## config.mk

```make
export PLATFORM = sky130hd
export DESIGN_NAME = debug_axil_master
export DESIGN_NICKNAME = d
export VERILOG_FILES = /design/src/rtl/debug_axil_pkg.sv /design/src/rtl/debug_axil_wdog.sv /design/src/rtl/debug_axil_master.sv
export SDC_FILE = /design/constraint.sdc
export NUM_CORES = 1
export LEC_CHECK = 0
export BUFFER_PORTS_ARGS = -buffer_cell sky130_fd_sc_hd__buf_2
export CAP_MARGIN = 15
export CELL_PAD_IN_SITES_DETAIL_PLACEMENT = 0
export CELL_PAD_IN_SITES_GLOBAL_PLACEMENT = 1
export CORE_AREA = 2 2 151 153
export DETAILED_ROUTE_END_ITERATION = 7
export DIE_AREA = 0 0 153 155
export PLACE_DENSITY = 0.85
export SLEW_MARGIN = 30
export SYNTH_ARGS = -nofsm -noshare
export SYNTH_HDL_FRONTEND = slang
export SYNTH_SLANG_ARGS = --single-unit
export TNS_END_PERCENT = 5
```

## constraint.sdc

```tcl
create_clock -name CLK -period 2.2 [get_ports CLK]
set_input_delay 0.44 -clock CLK [delete_from_list [all_inputs] [get_ports CLK]]
set_output_delay 0.44 -clock CLK [all_outputs]
set_load 0.02 [all_outputs]
```

## src/rtl/debug_axil_pkg.sv

```systemverilog
// Shared definitions for the debug AXI4-Lite master: FSM state type,
// the OKAY response code and the MMIO map of the debug targets.
package debug_axil_pkg;

  typedef enum logic [2:0] {
    IDLE  = 3'd0,
    WADDR = 3'd1,
    WRESP = 3'd2,
    RADDR = 3'd3,
    RRESP = 3'd4,
    DONE  = 3'd5
  } state_t;

  localparam logic [1:0]  RESP_OKAY      = 2'b00;

  localparam logic [31:0] UART_TX        = 32'h2000_0000;
  localparam logic [31:0] TIMER          = 32'h2000_0008;
  localparam logic [31:0] COTRL          = 32'h2000_0010;
  localparam logic [31:0] COTRL_COREMARK = 32'h2000_0020;

endpackage

```

## src/rtl/debug_axil_wdog.sv

```systemverilog
// Response watchdog for debug_axil_master (built only with
// DEBUG_AXIL_TIMEOUT_EN).
//   CLK, RSTn : clock, asynchronous active-low reset
//   clr       : request accepted, restart the count
//   en        : a bus transaction is in flight
//   expired   : limit reached; master abandons the transaction
module debug_axil_wdog #(
  parameter int unsigned TMO = 256
) (
  input  logic CLK,
  input  logic RSTn,
  input  logic clr,
  input  logic en,
  output logic expired
);

  localparam int unsigned CW = (TMO > 1) ? $clog2(TMO + 1) : 1;
  // The count starts at zero in the first busy cycle; firing at TMO-2 puts
  // the error response exactly TMO cycles after the acceptance cycle.
  localparam int unsigned LIMIT = (TMO > 1) ? TMO - 2 : 0;

  logic [CW-1:0] cnt;

  always_ff @(posedge CLK or negedge RSTn) begin
    if (!RSTn) begin
      cnt <= '0;
    end else if (clr) begin
      cnt <= '0;
    end else if (en && !expired) begin
      cnt <= cnt + CW'(1);
    end
  end

  assign expired = en && (cnt >= CW'(LIMIT));

endmodule

```

## src/rtl/debug_axil_master.sv

```systemverilog
// Debug bus bridge: one-at-a-time request/response port to an AXI4-Lite
// master. Optional response watchdog: define DEBUG_AXIL_TIMEOUT_EN.
//   CLK, RSTn          : clock, asynchronous active-low reset
//   req_*              : request (wen=1 write, 0 read), accepted on valid&ready
//   rsp_*              : response, held until rsp_ready
//   M_AW*/M_W*/M_B*    : AXI4-Lite write channels
//   M_AR*/M_R*         : AXI4-Lite read channels
module debug_axil_master
  import debug_axil_pkg::*;
#(
  parameter int unsigned AW  = 32,
  parameter int unsigned DW  = 64,
  parameter int unsigned TMO = 256
) (
  input  logic            CLK,
  input  logic            RSTn,
  input  logic            req_valid,
  input  logic            req_wen,
  input  logic [AW-1:0]   req_addr,
  input  logic [DW-1:0]   req_wdata,
  input  logic [DW/8-1:0] req_wstrb,
  output logic            req_ready,
  output logic            rsp_valid,
  output logic [DW-1:0]   rsp_rdata,
  output logic            rsp_err,
  input  logic            rsp_ready,
  output logic [AW-1:0]   M_AWADDR,
  output logic            M_AWVALID,
  input  logic            M_AWREADY,
  output logic [DW-1:0]   M_WDATA,
  output logic [DW/8-1:0] M_WSTRB,
  output logic            M_WVALID,
  input  logic            M_WREADY,
  input  logic            M_BVALID,
  input  logic [1:0]      M_BRESP,
  output logic            M_BREADY,
  output logic [AW-1:0]   M_ARADDR,
  output logic            M_ARVALID,
  input  logic            M_ARREADY,
  input  logic            M_RVALID,
  input  logic [DW-1:0]   M_RDATA,
  input  logic [1:0]      M_RRESP,
  output logic            M_RREADY
);

  state_t          state, state_nxt;
  logic            aw_pend, aw_nxt;
  logic            w_pend, w_nxt;
  logic            ar_pend, ar_nxt;
  logic [AW-1:0]   addr_q, addr_nxt;
  logic [DW-1:0]   wdata_q, wdata_nxt;
  logic [DW/8-1:0] wstrb_q, wstrb_nxt;
  logic [DW-1:0]   rdata_q, rdata_nxt;
  logic            err_q, err_nxt;
  logic            tmo_hit;

`ifdef DEBUG_AXIL_TIMEOUT_EN
  logic accept, busy;

  assign accept = (state == IDLE) && req_valid;
  assign busy   = (state == WADDR) || (state == WRESP) ||
                  (state == RADDR) || (state == RRESP);

  debug_axil_wdog #(.TMO(TMO)) u_wdog (
    .CLK     (CLK),
    .RSTn    (RSTn),
    .clr     (accept),
    .en      (busy),
    .expired (tmo_hit)
  );
`else
  // No watchdog: a silent slave stalls the bridge until reset.
  assign tmo_hit = 1'b0;
  if (TMO > 0) begin : g_no_wdog
  end
`endif

  always_ff @(posedge CLK or negedge RSTn) begin
    if (!RSTn) begin
      state   <= IDLE;
      aw_pend <= 1'b0;
      w_pend  <= 1'b0;
      ar_pend <= 1'b0;
      addr_q  <= '0;
      wdata_q <= '0;
      wstrb_q <= '0;
      rdata_q <= '0;
      err_q   <= 1'b0;
    end else begin
      state   <= state_nxt;
      aw_pend <= aw_nxt;
      w_pend  <= w_nxt;
      ar_pend <= ar_nxt;
      addr_q  <= addr_nxt;
      wdata_q <= wdata_nxt;
      wstrb_q <= wstrb_nxt;
      rdata_q <= rdata_nxt;
      err_q   <= err_nxt;
    end
  end

  always_comb begin
    state_nxt = state;
    aw_nxt    = aw_pend;
    w_nxt     = w_pend;
    ar_nxt    = ar_pend;
    addr_nxt  = addr_q;
    wdata_nxt = wdata_q;
    wstrb_nxt = wstrb_q;
    rdata_nxt = rdata_q;
    err_nxt   = err_q;

    unique case (state)
      IDLE: begin
        if (req_valid) begin
          addr_nxt  = req_addr;
          wdata_nxt = req_wdata;
          wstrb_nxt = req_wstrb;
          if (req_wen) begin
            state_nxt = WADDR;
            aw_nxt    = 1'b1;
            w_nxt     = 1'b1;
          end else begin
            state_nxt = RADDR;
            ar_nxt    = 1'b1;
          end
        end
      end
      WADDR: begin
        // AW and W retire independently; leave once both are done.
        if (M_AWREADY) aw_nxt = 1'b0;
        if (M_WREADY)  w_nxt  = 1'b0;
        if (!aw_nxt && !w_nxt) state_nxt = WRESP;
      end
      WRESP: begin
        if (M_BVALID) begin
          rdata_nxt = '0;
          err_nxt   = (M_BRESP != RESP_OKAY);
          state_nxt = DONE;
        end
      end
      RADDR: begin
        if (M_ARREADY) begin
          ar_nxt    = 1'b0;
          state_nxt = RRESP;
        end
      end
      RRESP: begin
        if (M_RVALID) begin
          rdata_nxt = M_RDATA;
          err_nxt   = (M_RRESP != RESP_OKAY);
          state_nxt = DONE;
        end
      end
      DONE: begin
        if (rsp_ready) state_nxt = IDLE;
      end
      default: state_nxt = IDLE;
    endcase

    if (tmo_hit) begin
      aw_nxt    = 1'b0;
      w_nxt     = 1'b0;
      ar_nxt    = 1'b0;
      rdata_nxt = '0;
      err_nxt   = 1'b1;
      state_nxt = DONE;
    end
  end

  assign req_ready = (state == IDLE);
  assign rsp_valid = (state == DONE);
  assign rsp_rdata = rdata_q;
  assign rsp_err   = err_q;

  assign M_AWADDR  = addr_q;
  assign M_AWVALID = aw_pend;
  assign M_WDATA   = wdata_q;
  assign M_WSTRB   = wstrb_q;
  assign M_WVALID  = w_pend;
  assign M_BREADY  = (state == WRESP);
  assign M_ARADDR  = addr_q;
  assign M_ARVALID = ar_pend;
  assign M_RREADY  = (state == RRESP);

endmodule
```

==> impl_metrics.tcl, run 1 <==
set metrics [dict create \
    met3WireLength_um 1360 \
    path_clk_slew_ns 0.07 \
    fin_crit_sh_pct 92.0 \
    first_iter_violations 157 \
    portBuffers 389 \
    initial_core_util_pct 31.2 \
    synth_seq_cells 175 \
    power.density_nw_per_um2 1740 \
    met2_length_um 9270 \
    finalSetupTns_ns 0 \
    maxSlewViolCount 0 \
    io_pins 390 \
    die_y_um 155 \
    setup_viol_count_final 0 \
    worstPathArrival_ns 1.58 \
    crit_path_max_fanout 11 \
    pre_cts_ws_ns 0.286 \
    antenna_found_initial 4 \
    grt_pass1_wl_um 28200 \
    rows 55 \
    layout_min_cycle_time_ns 2.02 \
    nets 997 \
    synth_area_leaders "dfrtp_1 (63%), mux2_2 (15%), a22o_1 (8.1%)" \
    layout-drive-gt1-share_pct 65.4 \
    ir_drop_mv 0.645 \
    die_width_um 153 \
    cts.sinks 175 \
    cts.path.max_buffers 2 \
    critPathLaunchType "register" \
    numCtsBuffers 17 \
    min_path_type "in -> reg" \
    ctsHoldBuffers 1 \
    routabilityCongestion 0.786 \
    grt_max_degree 65 \
    wl_met1_um 7850 \
    syn-num-nets 638 \
    yosysTopAreaCell "dfrtp_1" \
    finalClockSkew_ns 0.00918 \
    crit_type "reg -> out" \
    syn_area_per_cell_um2 15.2 \
    drv_cap 0 \
    vias 5048 \
    layout_setup_ws_ns 0.176 \
    clkLatencyLatePin_ns 0.42 \
    ant_nets 0 \
    syn2layout_area_growth_pct 38.3 \
    end_kind "output port" \
    grt_pass1_vias 4944 \
    synthDominantCellAreaShare_pct 63.1 \
    postSynthCellCount 456 \
    cts_root_buffer "clkbuf_16" \
    synthDistinctLibCells 32 \
    wirelength_um 18800 \
    core_um2 22200 \
    cts_tree "yes" \
    routed_via_density 4.53 \
    grt_util_all_layers_pct 15.4 \
    ctsResizeCount 0 \
    yosys_warnings 0 \
    wl_per_cell_um 16.9 \
    ys_dominant_reg_cell "dfrtp_1" \
    routed.top_layer "met5" \
    cp.required_ns 1.76 \
    synthArstFlopShare_pct 100 \
    drt_first_pass_iters 4 \
    rsz0062_at_grt "false" \
    maxSlewHeadroom_pct 70.3 \
    dpl.hpwl_um 14400 \
    synth_seq_area_share_pct 63.1 \
    clock.fmax_mhz 494 \
    htreeDepth 4 \
    drc 0 \
    p_leak_uw 0.00492 \
    tightest_slew_ns 0.446 \
    post_cts_buffers 0 \
    dieArea_um2 23700 \
    status "finished clean" \
    synth_edf_count 0 \
    globalRouteOverflowTotal 0 \
    hold_viol_final 0 \
    netlist_area_um2 6940 \
]
layout by cell type (no fill, tap or decap), drive strengths merged, types with 4 or more instances in the layout:
cell	count
nor2	6
a31oi	4
buf	401
clkbuf	17
mux2	105
dfrtp	175
a22o	64
inv	13
nand2	6
o21ai	6
nand2b	5
worst paths after layout:
| kind | from | to | slack [ns] | cells past startpoint |
|---|---|---|---|---|
| worst min-delay path | M_RDATA[13] | rsp_rdata[13]$_DFFE_PN0P_ | 0.22 | 2 |
| worst max-delay path | state[1]$_DFFE_PN0P_ | M_RREADY | 0.18 | 3 |
| max in group asynchronous | RSTn | M_WSTRB[1]$_DFFE_PN0P_ | 1.02 | 3 |
| worst min register to register | M_WDATA[13]$_DFFE_PN0P_ | M_WDATA[13]$_DFFE_PN0P_ | 0.49 | 1 |
| worst max register to register | state[2]$_DFFE_PN0P_ | M_ARADDR[13]$_DFFE_PN0P_ | 0.28 | 4 |
| min in group asynchronous | RSTn | M_WDATA[46]$_DFFE_PN0P_ | 0.51 | 2 |
synthesized netlist by cell type (2+ instances only):
master,n
dfrtp_1,175
mux2_2,92
a22o_1,64
buf_4,34
buf_2,12
buf_6,12
mux2_4,12
nand2_1,6
o21ai_0,6
nor2_1,5
a31oi_1,4
inv_1,4
nand2b_1,4
a21oi_1,3
clkbuf_1,3
and3_1,2
nor3_1,2
nor3b_1,2
kinds of logic after synthesis:
kind of cell | synth area share [%]
flip-flops | 63.1
multiplexers | 17.7
AO/OA/AOI/OAI | 9.90
buffers and inverters | 7.09
AND/OR/NAND/NOR | 2.18
critical path, cell delays in order (launching register included):
cell and delay (ns):
dfrtp_1 0.50, nand2b_4 0.23, nor2_1 0.23, buf_2 0.22
flip-flops by register name (all words and copies together), names as in the netlist:
register and count:
M_AWVALID 1, M_WVALID 1, M_ARADDR 32, M_ARVALID 1
M_WDATA 64, M_WSTRB 8, state 3, rsp_err 1
rsp_rdata 64
metrics by stage:
stage                     total power [uW]  hold slack [ns]  utilization (%)  area, um2  std cells
after global routing                 17600            0.199             43.2       9590       1115
final                                16700            0.225             43.2       9590       1115
after detailed placement             13700            0.410             40.3       8960       1080
after floorplan                      11200            0.144                -       6940        456
after global placement               13500            0.404             40.3       8960       1080
after CTS                            16900            0.200             43.1       9590       1112
where the power goes:
part,switching (uW),internal [uW]
logic,4450,3200
clock network,1350,1830
registers,999,4860
final cells by class:
cell class	count	area [um2]
Sequential cell	175	4380
Multi-Input combinational cell	215	2080
Clock buffer	17	425
Tap cell	285	357
Inverter	4	15.0
Clock inverter	14	191
Antenna cell	3	7.51
Timing Repair Buffer	402	2140
Fill cell	2103	12600
metal layers:
layer,vias up,track usage (%)
met2,247,25.3
met5,-,0
met4,2,4.89
met1,2444,19.4
li1,2337,-
met3,18,5.01
No activity file was read; power rests on OpenSTA's default activity.
==> inputs of run 2 (changes only) <==
- CTS_CLUSTER_SIZE: unset -> 16
- REMOVE_ABC_BUFFERS: unset -> 1
- clock period: 2.2 -> 2.12 ns (I/O delays scaled with it)
==> run 2 against run 1 <==
Effect of this change: clock-buffer cell count is 1 higher; die area is the same; clock power shrank 3%; hold slack worse by 0.014 ns; non-clock buffer count fell by 1; core utilization is 0.24 points lower; worst setup slack better by 0.089 ns; total power up 2.0%; via count fell by 0.42%; cell count down 0.18%; register-to-register slack barely moved; critical endpoint is now M_ARADDR[31]$_DFFE_PN0P_; highest routed layer unchanged.
==> impl_metrics.tcl, run 2 (synthesis gave the netlist of run 1 again) <==
set metrics [dict create \
    drt_first_pass_iters 4 \
    die_y_um 155 \
    maxSlewHeadroom_pct 73.5 \
    wl_per_cell_um 16.4 \
    critPathLaunch "state[1]$_DFFE_PN0P_" \
    finalClockSkew_ns 0.0121 \
    vias 5027 \
    pre_cts_ws_ns 0.288 \
    hold_viol_final 0 \
    finalSetupTns_ns 0 \
    ant_nets 0 \
    reg2reg_from "state[1]$_DFFE_PN0P_" \
    p_leak_uw 0.00491 \
    power.density_nw_per_um2 1790 \
    nets 996 \
    stdcell_count 1113 \
    dpl.hpwl_um 13900 \
    whs_ns 0.211 \
    grt_pass1_vias 4995 \
    rows 55 \
    layout_min_cycle_time_ns 1.85 \
    antenna_found_initial 3 \
    numCtsBuffers 17 \
    grt_util_all_layers_pct 15.1 \
    maxSlewViolCount 0 \
    clkLatencyLatePin_ns 0.42 \
    path_clk_slew_ns 0.08 \
    tightest_slew_ns 0.397 \
    core_um2 22200 \
    placedCellCount 1079 \
    whs_path_depth 2 \
    critPathLaunchType "register" \
    ff2ff_setup_slack_ns 0.27 \
    ff2ff_path_depth 4 \
    grt_max_degree 66 \
    crit_path_max_fanout 46 \
    min_path_type "in -> reg" \
    layout_setup_ws_ns 0.265 \
    initial_core_util_pct 31.2 \
    end_kind "register" \
    r2r-end "M_ARADDR[31]$_DFFE_PN0P_" \
    syn2layout_area_growth_pct 37.5 \
    status "finished clean" \
    die_width_um 153 \
    wirelength_um 18300 \
    globalRouteOverflowTotal 0 \
    crit_type "reg -> reg" \
    drv_cap 0 \
    htreeDepth 4 \
    cp.required_ns 2.41 \
    cts_tree "yes" \
    crit_end "M_ARADDR[31]$_DFFE_PN0P_" \
    drc 0 \
    most-common-layout-cells "buf_2 (388), dfrtp_1 (175), mux2_2 (92)" \
    io_pins 390 \
    fin_crit_sh_pct 87.5 \
    cts.sinks 175 \
    setup_viol_count_final 0 \
    dieArea_um2 23700 \
    routed_via_density 4.52 \
    cts.path.max_buffers 2 \
    final.fill_count 2103 \
    clock.fmax_mhz 539 \
    rsz0062_at_grt "false" \
    cts_root_buffer "clkbuf_16" \
    first_iter_violations 181 \
    portBuffers 389 \
    ir_drop_mv 0.815 \
    layout-drive-gt1-share_pct 65.4 \
    layout_commonest_cell "buf_2" \
    finish.utilization_pct 42.9 \
    worstPathArrival_ns 2.15 \
    grt_pass1_wl_um 28100 \
    routabilityCongestion 0.793 \
]
run 2: cell types whose count changed in the layout (fill, tap and decap cells not counted), sizes merged:
cell / delta
bufinv: -3
buf: -1
diode: -2
clkinv: +3
clkinvlp: -2
inv: +2
clkbuf: +1
run 2: worst max-delay path, stage by stage, from the launching register on:
cell	delay (ns)
dfrtp_1	0.50
nor2_4	0.21
and3_4	0.33
buf_12	0.28
mux2_2	0.38
run 2: what timing repair did:
item | in CTS | in global routing
setup buffers | 0 | 0
hold buffers | 1 | 0
hold endpoints to repair | 35 | 0
resized for setup | 0 | 0
run 2: routing by layer:
layer | up-vias | global-route usage, % | wire length (um)
met5 | - | 0 | 13
met4 | 2 | 4.67 | 298
met3 | 20 | 5.01 | 1410
met2 | 250 | 25.1 | 9110
met1 | 2426 | 18.9 | 7460
li1 | 2329 | - | -
run 2: per-stage QoR:
step                      instance area (um2)  total power, uW
after global placement                   8950            14000
after floorplan                          6460            11100
after CTS                                9540            17300
final                                    9540            17000
after detailed placement                 8950            14100
after global routing                     9540            18000
run 2: how the worst min path moves through the flow:
stage / start / to / slack [ns]
floorplan: RSTn / M_ARADDR[0]$_DFFE_PN0P_ / 0.13
global placement: RSTn / M_ARADDR[12]$_DFFE_PN0P_ / 0.37
detailed placement: RSTn / M_ARADDR[12]$_DFFE_PN0P_ / 0.37
CTS: M_RDATA[14] / rsp_rdata[14]$_DFFE_PN0P_ / 0.18
global route: M_RDATA[53] / rsp_rdata[53]$_DFFE_PN0P_ / 0.18
finish: M_RDATA[22] / rsp_rdata[22]$_DFFE_PN0P_ / 0.21
run 2: where the power goes:
part	internal (uW)	leakage, uW	switching, uW	total [uW]
Clock	1610	0.000290	1460	3070
Sequential	5040	0.00214	1010	6050
Combinational	3320	0.00247	4590	7910
Total	9970	0.00491	7070	17000
run 2: cell type report:
class | count | area, um2 | share of cell area [%]
timing repair buffer | 401 | 2130 | 22.4
clock buffer | 18 | 439 | 4.60
inverter | 4 | 15.0 | 0.157
clock inverter | 14 | 138 | 1.44
sequential | 175 | 4380 | 45.9
multi-input combinational | 215 | 2080 | 21.8
antenna | 1 | 2.50 | 0.0262
tap | 285 | 357 | 3.74
